===== src/rtl/uart_pkg.sv =====
// Shared UART definitions: receiver state encoding, frame-length limits and parity encodings.
package uart_pkg;

    typedef enum logic [2:0] {
        RX_IDLE,
        RX_DATA,
        RX_PARITY,
        RX_STOP1,
        RX_STOP2
    } rx_state_e;

    localparam logic [3:0] UART_LEN_MIN = 4'd5;
    localparam logic [3:0] UART_LEN_MAX = 4'd8;

    localparam logic PARITY_EVEN = 1'b0;
    localparam logic PARITY_ODD  = 1'b1;

    // Any length outside 5..8 falls back to a full byte.
    function automatic logic [3:0] uart_eff_len(input logic [3:0] len);
        if (len >= UART_LEN_MIN && len <= UART_LEN_MAX) begin
            return len;
        end
        return UART_LEN_MAX;
    endfunction

endpackage


===== src/rtl/uart_rx_sync.sv =====
// Two-flop synchronizer for the serial line; resets to the idle (high) level.
module uart_rx_sync (
    input  logic clk_i,
    input  logic rstn_i,
    input  logic d_i,
    output logic q_o
);

    logic [1:0] sync_q;

    always_ff @(posedge clk_i or negedge rstn_i) begin
        if (!rstn_i) begin
            sync_q <= 2'b11;
        end else begin
            sync_q <= {sync_q[0], d_i};
        end
    end

    assign q_o = sync_q[1];

endmodule


===== src/rtl/uart_rx.sv =====
// UART receiver, one serial bit per tx_clk cycle, 5..8 data bits, optional parity, 1 or 2 stops.
// Define UART_RX_SYNC_EN to pass rx through a two-flop synchronizer (+2 cycles latency).
module uart_rx
    import uart_pkg::*;
(
    input  logic       tx_clk,
    input  logic       rstn,
    input  logic       rx,
    input  logic [3:0] length,
    input  logic       parity_en,
    input  logic       parity_type,
    input  logic       stop,
    output logic [7:0] rx_data,
    output logic       rx_done,
    output logic       rx_parity_err,
    output logic       rx_frame_err,
    output logic       rx_error
);

    logic rx_s;

`ifdef UART_RX_SYNC_EN
    uart_rx_sync u_sync (
        .clk_i  (tx_clk),
        .rstn_i (rstn),
        .d_i    (rx),
        .q_o    (rx_s)
    );
`else
    assign rx_s = rx;
`endif

    rx_state_e  state_q, state_d;
    logic [3:0] len_q, len_d;
    logic       pe_q, pe_d;
    logic       pt_q, pt_d;
    logic       stop_q, stop_d;
    logic [2:0] cnt_q, cnt_d;
    logic [7:0] shift_q, shift_d;
    logic       perr_q, perr_d;
    logic       ferr_q, ferr_d;

    logic [7:0] data_q, data_d;
    logic       done_q, done_d;
    logic       operr_q, operr_d;
    logic       oferr_q, oferr_d;

    logic       par_exp;
    logic       complete;

    // Bits above the frame length stay zero, so XOR over the whole register is the data parity.
    assign par_exp = (^shift_q) ^ (pt_q == PARITY_ODD);

    always_comb begin
        state_d  = state_q;
        len_d    = len_q;
        pe_d     = pe_q;
        pt_d     = pt_q;
        stop_d   = stop_q;
        cnt_d    = cnt_q;
        shift_d  = shift_q;
        perr_d   = perr_q;
        ferr_d   = ferr_q;
        data_d   = data_q;
        done_d   = 1'b0;
        operr_d  = operr_q;
        oferr_d  = oferr_q;
        complete = 1'b0;

        case (state_q)
            RX_IDLE: begin
                if (!rx_s) begin
                    len_d   = uart_eff_len(length);
                    pe_d    = parity_en;
                    pt_d    = parity_type;
                    stop_d  = stop;
                    cnt_d   = '0;
                    shift_d = '0;
                    perr_d  = 1'b0;
                    ferr_d  = 1'b0;
                    state_d = RX_DATA;
                end
            end
            RX_DATA: begin
                shift_d[cnt_q] = rx_s;
                cnt_d          = cnt_q + 3'd1;
                if (cnt_q == 3'(len_q - 4'd1)) begin
                    state_d = pe_q ? RX_PARITY : RX_STOP1;
                end
            end
            RX_PARITY: begin
                if (rx_s != par_exp) begin
                    perr_d = 1'b1;
                end
                state_d = RX_STOP1;
            end
            RX_STOP1: begin
                if (!rx_s) begin
                    ferr_d = 1'b1;
                end
                if (stop_q) begin
                    state_d = RX_STOP2;
                end else begin
                    state_d  = RX_IDLE;
                    complete = 1'b1;
                end
            end
            RX_STOP2: begin
                if (!rx_s) begin
                    ferr_d = 1'b1;
                end
                state_d  = RX_IDLE;
                complete = 1'b1;
            end
            default: begin
                state_d = RX_IDLE;
            end
        endcase

        // ferr_d already includes the stop bit sampled this cycle.
        if (complete) begin
            data_d  = shift_q;
            done_d  = 1'b1;
            operr_d = perr_d;
            oferr_d = ferr_d;
        end
    end

    always_ff @(posedge tx_clk or negedge rstn) begin
        if (!rstn) begin
            state_q <= RX_IDLE;
            len_q   <= UART_LEN_MAX;
            pe_q    <= 1'b0;
            pt_q    <= 1'b0;
            stop_q  <= 1'b0;
            cnt_q   <= '0;
            shift_q <= '0;
            perr_q  <= 1'b0;
            ferr_q  <= 1'b0;
            data_q  <= '0;
            done_q  <= 1'b0;
            operr_q <= 1'b0;
            oferr_q <= 1'b0;
        end else begin
            state_q <= state_d;
            len_q   <= len_d;
            pe_q    <= pe_d;
            pt_q    <= pt_d;
            stop_q  <= stop_d;
            cnt_q   <= cnt_d;
            shift_q <= shift_d;
            perr_q  <= perr_d;
            ferr_q  <= ferr_d;
            data_q  <= data_d;
            done_q  <= done_d;
            operr_q <= operr_d;
            oferr_q <= oferr_d;
        end
    end

    assign rx_data       = data_q;
    assign rx_done       = done_q;
    assign rx_parity_err = operr_q;
    assign rx_frame_err  = oferr_q;
    assign rx_error      = operr_q | oferr_q;

endmodule


===== config.mk =====
export PLATFORM = sky130hd
export DESIGN_NAME = uart_rx
export DESIGN_NICKNAME = d
export VERILOG_FILES = /design/src/rtl/uart_pkg.sv /design/src/rtl/uart_rx_sync.sv /design/src/rtl/uart_rx.sv
export SDC_FILE = /design/constraint.sdc
export NUM_CORES = 1
export LEC_CHECK = 0
export CORE_ASPECT_RATIO = 1.1
export CORE_MARGIN = 1.5
export CORE_UTILIZATION = 48
export DETAILED_ROUTE_END_ITERATION = 10
export PLACE_DENSITY = 0.74
export SLEW_MARGIN = 40
export SYNTH_ARGS = -nofsm -noshare
export SYNTH_HDL_FRONTEND = slang
export SYNTH_SLANG_ARGS = --single-unit

===== constraint.sdc =====
create_clock -name tx_clk -period 1.8 [get_ports tx_clk]
set_input_delay 0.36 -clock tx_clk [delete_from_list [all_inputs] [get_ports tx_clk]]
set_output_delay 0.36 -clock tx_clk [all_outputs]
set_load 0.005 [all_outputs]

## Word level (Yosys, flattened, before mapping)

Cells that the tools add are included.

- $add $sub $neg: 2
- $lt $le $gt $ge: 4
- Equality and inequality tests: 8
- Muxes and demuxes: 26
- Bitwise operators: 3
- Reductions and logical operators: 9

Operators by type and width:

| cell | count |
|---|---|
| $mux 3 | 6 |
| $pmux 8 s2 | 1 |
| $pmux 3 s4 | 1 |
| $mux 1 | 11 |
| $bwmux 8 | 1 |
| $mux 8 | 1 |
| $reduce_xor 8->1 | 1 |
| $eq 3x2->1 const B | 2 |
| $pmux 1 s2 | 3 |
| $pmux 3 s2 | 1 |
| $reduce_and 2->1 | 3 |
| $ge 4x3->1 const B | 1 |
| $le 4x4->1 const B | 1 |
| $lt 3x4->1 const B | 1 |
| $ne 2x2->1 const B | 2 |
| $add 3x1->3 const B | 1 |
| $demux 1 s3 | 1 |
| $eq 3x1->1 const B | 1 |
| $eq 3x3->1 | 1 |
| $eq 3x3->1 const B | 1 |
| $ge 3x1->1 const B | 1 |
| $logic_not 3->1 | 1 |
| $sub 3x1->3 const B | 1 |
| $logic_and 1x1->1 | 2 |
| other kinds (6) | 6 |

- Bits in registers: 33
- Input bits: 10
- Word-level logic and storage cells: 65

## Longest topological paths before layout

- Depth after elaboration: 6
- Gate-level depth with buffers: 6

## Worst setup path before layout

Ideal clock, no wire load.

- Kind: register to register
- From: register state_q[1]
- To: register shift_q[2]
- Setup time: 0.121 ns
- Arrival time: 1.547 ns
- Path slack: 0.132 ns
- Cell stages (with the launch flop): 7
- Cell sequence: dfrtp_1 > buf_6 > or4b_4 > buf_6 > nor3b_2 > nor2_1 > o22a_1

- Longest elaborated chain between the ends: 3
- Elaborated cells between the ends (all ways): 6
- Classes of those cells: 2 x eq/ne; 1 x mux; 3 x reduce/logical

RTL lines:

| element | RTL line | text |
|---|---|---|
| start, declared | uart_rx.sv:33 | `rx_state_e state_q, state_d;` |
| start signal, assigned | uart_rx.sv:145 | `state_q <= state_d;` |
| $eq 3x1->1 or $logic_not 3->1 (tied branches) | uart_rx.sv:70 | `case (state_q)` |
| $reduce_bool 2->1 (no source line) or $ne 2x2->1 (tied branches) | - |  |
| $reduce_and 2->1 (no source line) | - |  |
| end signal, assigned | uart_rx.sv:151 | `shift_q <= shift_d;` |
| end, declared | uart_rx.sv:39 | `logic [7:0] shift_q, shift_d;` |

Several ways; a longest one is shown, not always the timed one.
A chain may end at the register's enable or synchronous reset.

## Final worst setup path

Ends and elaborated chain as after synthesis.

==> metrics.csv <==
metric,value,unit
slowest_stage,or4b_4,
worst-endpoint-arrival,1.89,ns
row_count,21,
max-slew-margin-rel,69.6,%
vdd_ir_drop_max,0.952,mV
syn_area,1600,um2
portBuffers,21,
antenna_found_initial,0,
fmax,0.601,GHz
setup_viol,0,
hold_class,input port to asynchronous set/reset pin,
htree_levels,2,
slew_viol_final,0,
vias,1157,
cts_root_buffer,clkbuf_4,
syn-instance-count,141,
die_area,3680,um2
p_leak,0.880,nW
grt_first_pass_wirelength,5360,um
crit_family,simple AND/OR/NAND/NOR gates,
post-route-util,62.4,%
clkSlewWorstSetupHoldPaths,0.09,ns
start_util,51.5,%
gp_congestion,0.784,
setup.worst_path.class,flop to flop,
grt_util_all_layers,19.8,%
grt_max_degree,34,
finalCriticalPeriod,1.66,ns
grt_overflow,0,
crit_fanout,10,
place_hpwl,2230,um
place_inst,199,
cts_tree,yes,
layout.nets,184,
antenna_cells,0,
detail_route.iter0.violations,37,
power_density,1660,nW/um2
holdWs,0.426,ns
wl,3000,um
worst_pin_slew,0.451,ns
hold_buffers,0,
ant_nets,0,
critPathMaxStageDelay,0.61,ns
ys_ff_latch,33,
area_growth_syn_to_layout,21.2,%
cp-end-kind,flop,
crit_required,2.03,ns
yosysUniqueCellTypes,41,
synth_warnings,0,
crit_buf_inv,0,
drc,0,
design_area,1930,um2
pin_count,22,
clk_latency,0.33,ns
hold_violations,0,
wl_per_cell,14.5,um
crit_path_start_kind,flop,
layout-drive-gt1-share,18.5,%
status,"complete, no violations",
grt_pass1_vias,1157,
fin_crit_sh,92.5,%
skew,0.00418,ns
ys_seq_area_share,51.7,%
synthesis.nets,153,
grt_setup_unrepaired,no,
firstDrtPassIters,4,
cap_violations,0,
layout.cells.non_filler,207,
numCtsBuffers,5,
die_w,58.0,um
synth_area_per_cell,11.3,um2
fillerInstances,262,
die_h,63.5,um
path_cells,or4b_4 > nor3b_2 > nor2_1 > o22a_1,
vias_per_cell,5.59,
dpl-instance-area,1880,um2
cts.sinks,33,
core_area,3100,um2
cts_buffer_depth,2,
[per-stage QoR]
step	setup TNS (ns)	setup WS, ns	total power [W]
2_1_floorplan	0	0.132	0.00236
3_3_place_gp	0	0.0449	0.00280
3_5_place_dp	-0.0839	-0.0557	0.00285
4_1_cts	0	0.0824	0.00324
5_1_grt	0	0.0351	0.00348
6_report	0	0.135	0.00321
[cell usage in the layout, fill, tap and decap left out, types with 2 or more instances in the layout]
| cell | netlist | layout |
|---|---|---|
| inv_1 | 5 | 5 |
| clkdlybuf4s50_1 | 0 | 20 |
| nor3_1 | 2 | 2 |
| a21oi_1 | 3 | 3 |
| xnor2_1 | 10 | 10 |
| o41ai_1 | 3 | 3 |
| o31ai_1 | 2 | 2 |
| nand2_1 | 17 | 17 |
| xor2_1 | 2 | 2 |
| clkbuf_4 | 0 | 5 |
| buf_4 | 0 | 9 |
| clkbuf_1 | 3 | 3 |
| nand3_1 | 3 | 3 |
| o21ai_0 | 5 | 5 |
| o22a_1 | 4 | 4 |
| nor2_1 | 10 | 10 |
| dfrtp_1 | 33 | 32 |
| ha_1 | 2 | 2 |
| o311ai_1 | 2 | 2 |
| mux2_2 | 10 | 10 |
[worst paths after layout]
| path | start | to | slack, ns | depth (start not counted) |
|---|---|---|---|---|
| setup reg to reg | state_q[1] | shift_q[2] | 0.14 | 4 |
| hold reg to reg | pe_q | pe_q | 0.49 | 2 |
| max in group asynchronous | rstn | state_q[1] | 1.05 | 2 |
| min in group tx_clk | pe_q | pe_q | 0.49 | 2 |
| setup / recovery | state_q[1] | shift_q[2] | 0.14 | 4 |
| hold / removal | rstn | rx_data[4] | 0.43 | 2 |
[kinds of logic (layout without fill, tap and decap cells)]
logic type | count (synthesis) | after routing | share of synthesized area, %
adder cells (fa/ha/maj) | 2 | 2 | 1.57
buffers and inverters | 12 | 44 | 3.84
AND/OR/NAND/NOR | 44 | 44 | 15.0
AO/OA/AOI/OAI | 26 | 26 | 12.1
multiplexers | 11 | 11 | 7.68
flip-flops | 33 | 33 | 51.7
XOR/XNOR | 13 | 13 | 7.99
[metal layers]
metal	vias up	wire (um)	GRT usage (%)
met5	-	0	0
met4	0	56	9.30
met3	4	98	6.78
met2	20	1590	31.1
met1	570	1260	24.0
li1	563	-	-
[cell type report]
class                      instances  area (um2)  share of cell area (%)
sequential                        33         827                    42.8
tap                               34        42.5                    2.20
inverter                           6        22.5                    1.16
timing repair buffer              30         277                    14.3
multi-input combinational         96         717                    37.1
clock buffer                       8        48.8                    2.52
[synthesized netlist by cell type, drive strengths merged]
cell	count	area share (%)
o211ai	1	0.47
mux2	10	7.1
o41ai	3	1.6
a22o	1	0.55
o31ai	2	0.94
a41oi	1	0.55
o21a	1	0.47
o21ai	5	1.6
o311ai	3	1.6
nor2	10	2.4
o22a	4	2.2
nor3b	2	1.3
nand4bb	1	0.71
or2	1	0.39
clkbuf	3	0.71
nor4bb	1	0.63
buf	3	1.7
and4b	1	0.71
xnor2	10	5.5
nand3	3	0.94
inv	5	1.2
dfrtp	33	52
nand4	1	0.39
ha	2	1.6
xor2	2	1.1
or4b	1	0.86
nand2	17	4.0
xnor3	1	1.4
mux2i	1	0.63
or2b	1	0.47
o21ba	1	0.63
nor4	1	0.78
nor2b	1	0.39
a21oi	4	1.5
clkinv	1	0.23
nor3	2	0.63
nand4b	1	0.55
[power by group]
part	switching [W]	internal, W
combinational	0.000650	0.000883
sequential	0.000253	0.00104
clock	0.000230	0.000155
[registers in the layout (all words and copies together) (netlist names)]
register	cells
rx_parity_err	1
rx_frame_err	1
rx_data	8
pe_q	1
state_q	3
stop_q	1
len_q	3
ferr_q	1
rx_done	1
shift_q	8
cnt_q	3
perr_q	1
pt_q	1
[what timing repair did]
item	in CTS	in global routing
gates resized for setup	1	2
endpoints found under the setup margin	1	11
setup buffers	0	0
Power figures use the tool's default switching activity.
